### src/rtl/alu_user_arbiter.sv
// Shared two-stage ALU serving N_USERS valid/ready request channels.
// A round-robin arbiter feeds one op per cycle; results land in per-channel response buffers.
module alu_user_arbiter #(
  parameter int DATA_WIDTH = 32,
  parameter int N_USERS    = 4,
  localparam int UW        = (N_USERS > 1) ? $clog2(N_USERS) : 1
) (
  input  logic                          ps_fclk_clk0,
  input  logic                          ps_user_reset_n,
  input  logic [N_USERS-1:0]            user_enable,
  input  logic [N_USERS-1:0]            req_valid,
  output logic [N_USERS-1:0]            req_ready,
  input  logic [N_USERS*DATA_WIDTH-1:0] req_A,
  input  logic [N_USERS*DATA_WIDTH-1:0] req_B,
  input  logic [N_USERS*3-1:0]          req_ALUop,
  output logic [N_USERS-1:0]            rsp_valid,
  input  logic [N_USERS-1:0]            rsp_ready,
  output logic [N_USERS*DATA_WIDTH-1:0] rsp_Result,
  output logic [N_USERS-1:0]            rsp_Overflow,
  output logic [N_USERS-1:0]            rsp_CarryOut,
  output logic [N_USERS-1:0]            rsp_Zero,
  output logic [UW-1:0]                 grant_id
);

  localparam int unsigned NU = N_USERS;
  localparam int unsigned DW = DATA_WIDTH;

  typedef enum logic [2:0] {
    OP_AND = 3'b000,
    OP_OR  = 3'b001,
    OP_ADD = 3'b010,
    OP_SUB = 3'b110,
    OP_SLT = 3'b111
  } alu_op_e;

  logic [UW-1:0]            last_q, last_d;
  logic                     s1_valid_q, s1_valid_d;
  logic [DATA_WIDTH-1:0]    s1_a_q, s1_a_d;
  logic [DATA_WIDTH-1:0]    s1_b_q, s1_b_d;
  logic [2:0]               s1_op_q, s1_op_d;
  logic [UW-1:0]            s1_id_q, s1_id_d;
  logic [N_USERS-1:0]       rsp_valid_q, rsp_valid_d;
  logic [N_USERS*DATA_WIDTH-1:0] rsp_result_q, rsp_result_d;
  logic [N_USERS-1:0]       rsp_ovf_q, rsp_ovf_d;
  logic [N_USERS-1:0]       rsp_cout_q, rsp_cout_d;
  logic [N_USERS-1:0]       rsp_zero_q, rsp_zero_d;

  logic [N_USERS-1:0]       elig;
  logic                     found;
  int unsigned              idx;
  logic [UW-1:0]            idx_w;
  logic [DATA_WIDTH-1:0]    sel_a, sel_b;
  logic [2:0]               sel_op;

  logic [DATA_WIDTH:0]      add_w;
  logic [DATA_WIDTH-1:0]    sub_w;
  logic [DATA_WIDTH-1:0]    alu_res;
  logic                     alu_c, alu_v, alu_z;

  // A channel is blocked while its op is in stage 1 or its response is still unread.
  always_comb begin
    elig = '0;
    for (int unsigned i = 0; i < NU; i++) begin
      elig[i] = req_valid[i] & user_enable[i] & ~rsp_valid_q[i]
              & ~(s1_valid_q && (s1_id_q == UW'(i)));
    end
  end

  always_comb begin
    req_ready = '0;
    grant_id  = '0;
    found     = 1'b0;
    idx       = 0;
    idx_w     = '0;
    sel_a     = '0;
    sel_b     = '0;
    sel_op    = '0;
    for (int unsigned k = 0; k < NU; k++) begin
      idx   = (32'(last_q) + 1 + k) % NU;
      idx_w = UW'(idx);
      if (!found && elig[idx_w]) begin
        found            = 1'b1;
        req_ready[idx_w] = 1'b1;
        grant_id         = idx_w;
        sel_a            = req_A[idx*DW +: DATA_WIDTH];
        sel_b            = req_B[idx*DW +: DATA_WIDTH];
        sel_op           = req_ALUop[idx*3 +: 3];
      end
    end
  end

  always_comb begin
    last_d     = last_q;
    s1_valid_d = found;
    s1_a_d     = s1_a_q;
    s1_b_d     = s1_b_q;
    s1_op_d    = s1_op_q;
    s1_id_d    = s1_id_q;
    if (found) begin
      last_d  = grant_id;
      s1_a_d  = sel_a;
      s1_b_d  = sel_b;
      s1_op_d = sel_op;
      s1_id_d = grant_id;
    end
  end

  always_comb begin
    add_w   = {1'b0, s1_a_q} + {1'b0, s1_b_q};
    sub_w   = s1_a_q - s1_b_q;
    alu_res = '0;
    alu_c   = 1'b0;
    alu_v   = 1'b0;
    case (s1_op_q)
      OP_AND: alu_res = s1_a_q & s1_b_q;
      OP_OR:  alu_res = s1_a_q | s1_b_q;
      OP_ADD: begin
        alu_res = add_w[DATA_WIDTH-1:0];
        alu_c   = add_w[DATA_WIDTH];
        alu_v   = (s1_a_q[DATA_WIDTH-1] == s1_b_q[DATA_WIDTH-1])
               && (add_w[DATA_WIDTH-1] != s1_a_q[DATA_WIDTH-1]);
      end
      OP_SUB: begin
        alu_res = sub_w;
        alu_c   = (s1_a_q < s1_b_q);
        alu_v   = (s1_a_q[DATA_WIDTH-1] != s1_b_q[DATA_WIDTH-1])
               && (sub_w[DATA_WIDTH-1] != s1_a_q[DATA_WIDTH-1]);
      end
      OP_SLT: alu_res = {{(DATA_WIDTH-1){1'b0}}, ($signed(s1_a_q) < $signed(s1_b_q))};
      default: alu_res = '0;
    endcase
    alu_z = (alu_res == '0);
  end

  // Stage 2 never targets a channel with an unread response, so set and clear cannot collide.
  always_comb begin
    rsp_valid_d  = rsp_valid_q & ~rsp_ready;
    rsp_result_d = rsp_result_q;
    rsp_ovf_d    = rsp_ovf_q;
    rsp_cout_d   = rsp_cout_q;
    rsp_zero_d   = rsp_zero_q;
    if (s1_valid_q) begin
      rsp_valid_d[s1_id_q]                       = 1'b1;
      rsp_result_d[32'(s1_id_q)*DW +: DATA_WIDTH] = alu_res;
      rsp_ovf_d[s1_id_q]                         = alu_v;
      rsp_cout_d[s1_id_q]                        = alu_c;
      rsp_zero_d[s1_id_q]                        = alu_z;
    end
  end

  always_ff @(posedge ps_fclk_clk0 or negedge ps_user_reset_n) begin
    if (!ps_user_reset_n) begin
      last_q       <= UW'(N_USERS - 1);
      s1_valid_q   <= 1'b0;
      s1_a_q       <= '0;
      s1_b_q       <= '0;
      s1_op_q      <= '0;
      s1_id_q      <= '0;
      rsp_valid_q  <= '0;
      rsp_result_q <= '0;
      rsp_ovf_q    <= '0;
      rsp_cout_q   <= '0;
      rsp_zero_q   <= '0;
    end else begin
      last_q       <= last_d;
      s1_valid_q   <= s1_valid_d;
      s1_a_q       <= s1_a_d;
      s1_b_q       <= s1_b_d;
      s1_op_q      <= s1_op_d;
      s1_id_q      <= s1_id_d;
      rsp_valid_q  <= rsp_valid_d;
      rsp_result_q <= rsp_result_d;
      rsp_ovf_q    <= rsp_ovf_d;
      rsp_cout_q   <= rsp_cout_d;
      rsp_zero_q   <= rsp_zero_d;
    end
  end

  assign rsp_valid    = rsp_valid_q;
  assign rsp_Result   = rsp_result_q;
  assign rsp_Overflow = rsp_ovf_q;
  assign rsp_CarryOut = rsp_cout_q;
  assign rsp_Zero     = rsp_zero_q;

endmodule

### config.mk
export PLATFORM = sky130hd
export DESIGN_NAME = alu_user_arbiter
export DESIGN_NICKNAME = d
export VERILOG_FILES = /design/src/rtl/alu_user_arbiter.sv
export SDC_FILE = /design/constraint.sdc
export NUM_CORES = 1
export LEC_CHECK = 0
export CAP_MARGIN = 20
export CELL_PAD_IN_SITES_DETAIL_PLACEMENT = 1
export CELL_PAD_IN_SITES_GLOBAL_PLACEMENT = 2
export CORE_UTILIZATION = 34
export CTS_CLUSTER_DIAMETER = 30
export DETAILED_ROUTE_END_ITERATION = 16
export PLACE_DENSITY = 0.95
export SLEW_MARGIN = 20
export SYNTH_ARGS = -nofsm -noshare
export SYNTH_HDL_FRONTEND = slang
export SYNTH_SLANG_ARGS = --single-unit
### constraint.sdc
create_clock -name ps_fclk_clk0 -period 9.3 [get_ports ps_fclk_clk0]
set_input_delay 0.93 -clock ps_fclk_clk0 [delete_from_list [all_inputs] [get_ports ps_fclk_clk0]]
set_output_delay 0.93 -clock ps_fclk_clk0 [all_outputs]
set_load 0.01 [all_outputs]
==> flow_metrics.tcl <==
set metrics [dict create \
    rsz0062_at_grt "false" \
    drtIter0Drc 1765 \
    synthesis.instances 2419 \
    endpoint_kind "output port" \
    pwr-share-seq_pct 13.9 \
    setup_viol 0 \
    async_reset_ff_share_pct 100 \
    cts-buffers-inserted 48 \
    synth_edf_count 0 \
    avgSynthCellArea_um2 8.65 \
    start_util_pct 34.6 \
    fmax_mhz 156 \
    synth_xor_area_share_pct 0.753 \
    synth-compound-area-share_pct 24.3 \
    clkPwrFrac_pct 14.3 \
    drcViolationCount 0 \
    ys_ff_latch 216 \
    holdBufCountCts 0 \
    postRouteAntennaNets 0 \
    clk_pin_slew_ns 0.05 \
    internal_power_mw 5.85 \
    worst_clock_skew_ns 0.0194 \
    dieArea_mm2 0.0626 \
    postCtsSetupBuffers 0 \
    io_buffer_count 431 \
    ys_types 78 \
    routed_wl_mm 91.7 \
    grt_max_degree 102 \
    io_pins 432 \
    fin_nets 3129 \
    grt_use_total_pct 28.8 \
    start_kind "flop" \
    place_congestion 0.933 \
    grt-ovfl-total 0 \
    status "finished clean" \
    worst_pin_slew_ns 1.17 \
    synth_top_area_cell "dfrtp_1" \
    crit_arrival_ns 5.46 \
    sw_frac_of_total_pct 52.9 \
    routed-via-count 21700 \
    synth_top_area_share_pct 25.6 \
    worstPathRequired_ns 8.37 \
    netlist_area_mm2 0.0209 \
    slew_headroom_pct 22.2 \
    wl_per_cell_um 25.8 \
    rr_startpoint "s1_b_q[5]$_DFFE_PN0P_" \
    rows 90 \
    yosys.area_share.simple_pct 14.2 \
    cellPowerDensity_mw_per_mm2 450 \
    r2r_cells 12 \
    cts_buffer_depth 3 \
    dr_wl_met2_mm 43.1 \
    min_path_type "in2async" \
    reg2reg_slack_ns 4.13 \
    grt_pass1_vias 23000 \
    drv_cap 0 \
    power_frac_comb_pct 71.8 \
    critPathKind "reg2out" \
    rr_endpoint "rsp_Zero[0]$_DFFE_PN0P_" \
    fin_tns_setup_ns 0 \
    die_w_um 250 \
    die_h_um 250 \
    clk_latency_ns 0.58 \
    cts.repair.resized 0 \
    diodes 0 \
    finalCritPeriodShare_pct 68.8 \
    synth_area_leaders "dfrtp_1 26%, mux4_2 14%, ha_1 6.5%" \
    ys_top_cells_by_count "281 x nor2_1, 235 x nand2_1, 223 x a21oi_1" \
    core_area_mm2 0.0606 \
    irDropWorstVdd_v 0.000493 \
    synth-main-ff-cell "dfrtp_1" \
    fin_crit_ns 6.39 \
    finalMaxSlewViolations 0 \
    dp_hpwl_mm 70.4 \
    synth_top_family_by_area "compound AO/OA/AOI/OAI gates" \
    yosysMostFrequentCell "nor2_1" \
    grt_pass1_wl_mm 141 \
    hold_violations 0 \
    fin_cells 3557 \
    htreeDepth 2 \
    synth-adder-area-share_pct 6.71 \
    ys_seq_area_share_pct 25.8 \
    cts_tree "built" \
    leakage_nw 11.0 \
    met1Wirelength_mm 40.7 \
    cts.sinks 216 \
    antenna_found_initial 2 \
    ys_warn_count 0 \
    first_pass_iters 5 \
    critPathMaxFanout 70 \
    vias_per_cell 6.11 \
    drive_above_1_share_pct 13.1 \
    placedCellCount 3468 \
    synthMuxAreaShare_pct 22.6 \
    synthToLayoutAreaGrowth_pct 31.7 \
    syn_nets 2812 \
    top_layer "met4" \
    switchingPower_mw 6.56 \
    wl_met3_mm 5.61 \
    root_buffer "clkbuf_16" \
]
[worst max-delay path by stage]
| stage | slack, ns | startpoint | cells past startpoint | endpoint |
|---|---|---|---|---|
| floorplan | 4.78 | last_q[0]$_DFFE_PN1P_ | 13 | grant_id[1] |
| global placement | 3.30 | req_valid[2] | 12 | grant_id[0] |
| detailed placement | 3.25 | req_valid[2] | 12 | grant_id[0] |
| CTS | 2.91 | s1_id_q[0]$_DFFE_PN0P_ | 14 | grant_id[0] |
| global route | 2.59 | s1_id_q[0]$_DFFE_PN0P_ | 14 | grant_id[0] |
| finish | 2.91 | s1_id_q[0]$_DFFE_PN0P_ | 14 | grant_id[0] |
[cell type report]
type | instances | area [µm²]
repair buffers | 466 | 4590
well taps | 782 | 978
clock inverters | 27 | 360
inverters | 112 | 428
multi-input cells | 1892 | 14400
clock buffers | 62 | 1360
flip-flops and latches | 216 | 5410
fillers | 6982 | 33000
[flip-flops by register name (all words and copies together), names as in the netlist, 3 cells and up]
register	flops
s1_op_q	3
rsp_Zero	4
rsp_Result	128
s1_b_q	32
s1_a_q	32
rsp_Overflow	4
rsp_valid	4
rsp_CarryOut	4
[per-layer routing]
| layer | vias to the layer above | track usage (%) |
|---|---|---|
| met5 | - | 0 |
| met4 | 0 | 8.36 |
| met3 | 107 | 2.92 |
| met2 | 916 | 47.5 |
| met1 | 11000 | 39.9 |
| li1 | 9699 | - |
[critical path, stage by stage, from the launching register on]
cell,delay (ns)
dfrtp_1,0.50
inv_1,0.18
ha_1,0.24
nand2_1,0.17
nand3_1,0.10
nor2_1,0.34
a21oi_4,0.09
buf_4,0.34
a21oi_1,0.74
nor2_4,0.02
buf_4,0.36
mux2_2,0.38
a311oi_1,0.65
inv_1,0.18
clkdlybuf4s50_1,0.52
[kinds of logic (layout without fill, tap and decap cells)]
logic type,Yosys count,in the layout
adder cells (fa/ha/maj),111,111
AND/OR/NAND/NOR,678,678
XOR/XNOR,18,18
AO/OA/AOI/OAI,790,790
buffers and inverters,311,667
flip-flops,216,216
multiplexers,295,295
[metrics by stage]
stage | setup slack [ns] | hold slack [ns] | power [mW] | instance area, µm² | util, %
floorplan | 4.78 | 0.515 | 7.26 | 20900 | -
global placement | 3.30 | 0.461 | 10.2 | 25800 | 42.6
detailed placement | 3.25 | 0.471 | 10.5 | 25800 | 42.6
CTS | 2.91 | 0.405 | 12.3 | 27600 | 45.5
global route | 2.59 | 0.441 | 13.2 | 27600 | 45.5
finish | 2.91 | 0.381 | 12.4 | 27600 | 45.5
[power groups by stage]
stage | registers [mW] | logic (mW) | clock network (mW)
after detailed placement | 1.73 | 8.74 | 0
after CTS | 1.72 | 8.81 | 1.80
after global routing | 1.77 | 9.55 | 1.84
after global placement | 1.69 | 8.55 | 0
final | 1.72 | 8.91 | 1.78
after floorplan | 1.70 | 5.56 | 0
[layout by cell type (no fill, tap or decap), drive strengths merged, types with 11 or more instances in the layout]
| cell type | count |
|---|---|
| a221o | 68 |
| o21a | 12 |
| mux2 | 77 |
| clkbuf | 63 |
| or3 | 11 |
| o31ai | 25 |
| clkinv | 17 |
| ha | 109 |
| nand4 | 19 |
| nor2b | 18 |
| o211ai | 15 |
| nor2 | 281 |
| a22o | 37 |
| a21oi | 223 |
| o22ai | 74 |
| clkdlybuf4s50 | 430 |
| inv | 111 |
| buf | 35 |
| mux2i | 84 |
| xnor2 | 12 |
| nor4 | 13 |
| dfrtp | 214 |
| mux4 | 134 |
| nand3 | 24 |
| o21ai | 219 |
| nand2 | 235 |
| nand2b | 12 |
| a211oi | 22 |
| nor3 | 23 |
Note: power is estimated with default switching activity, not from simulation.
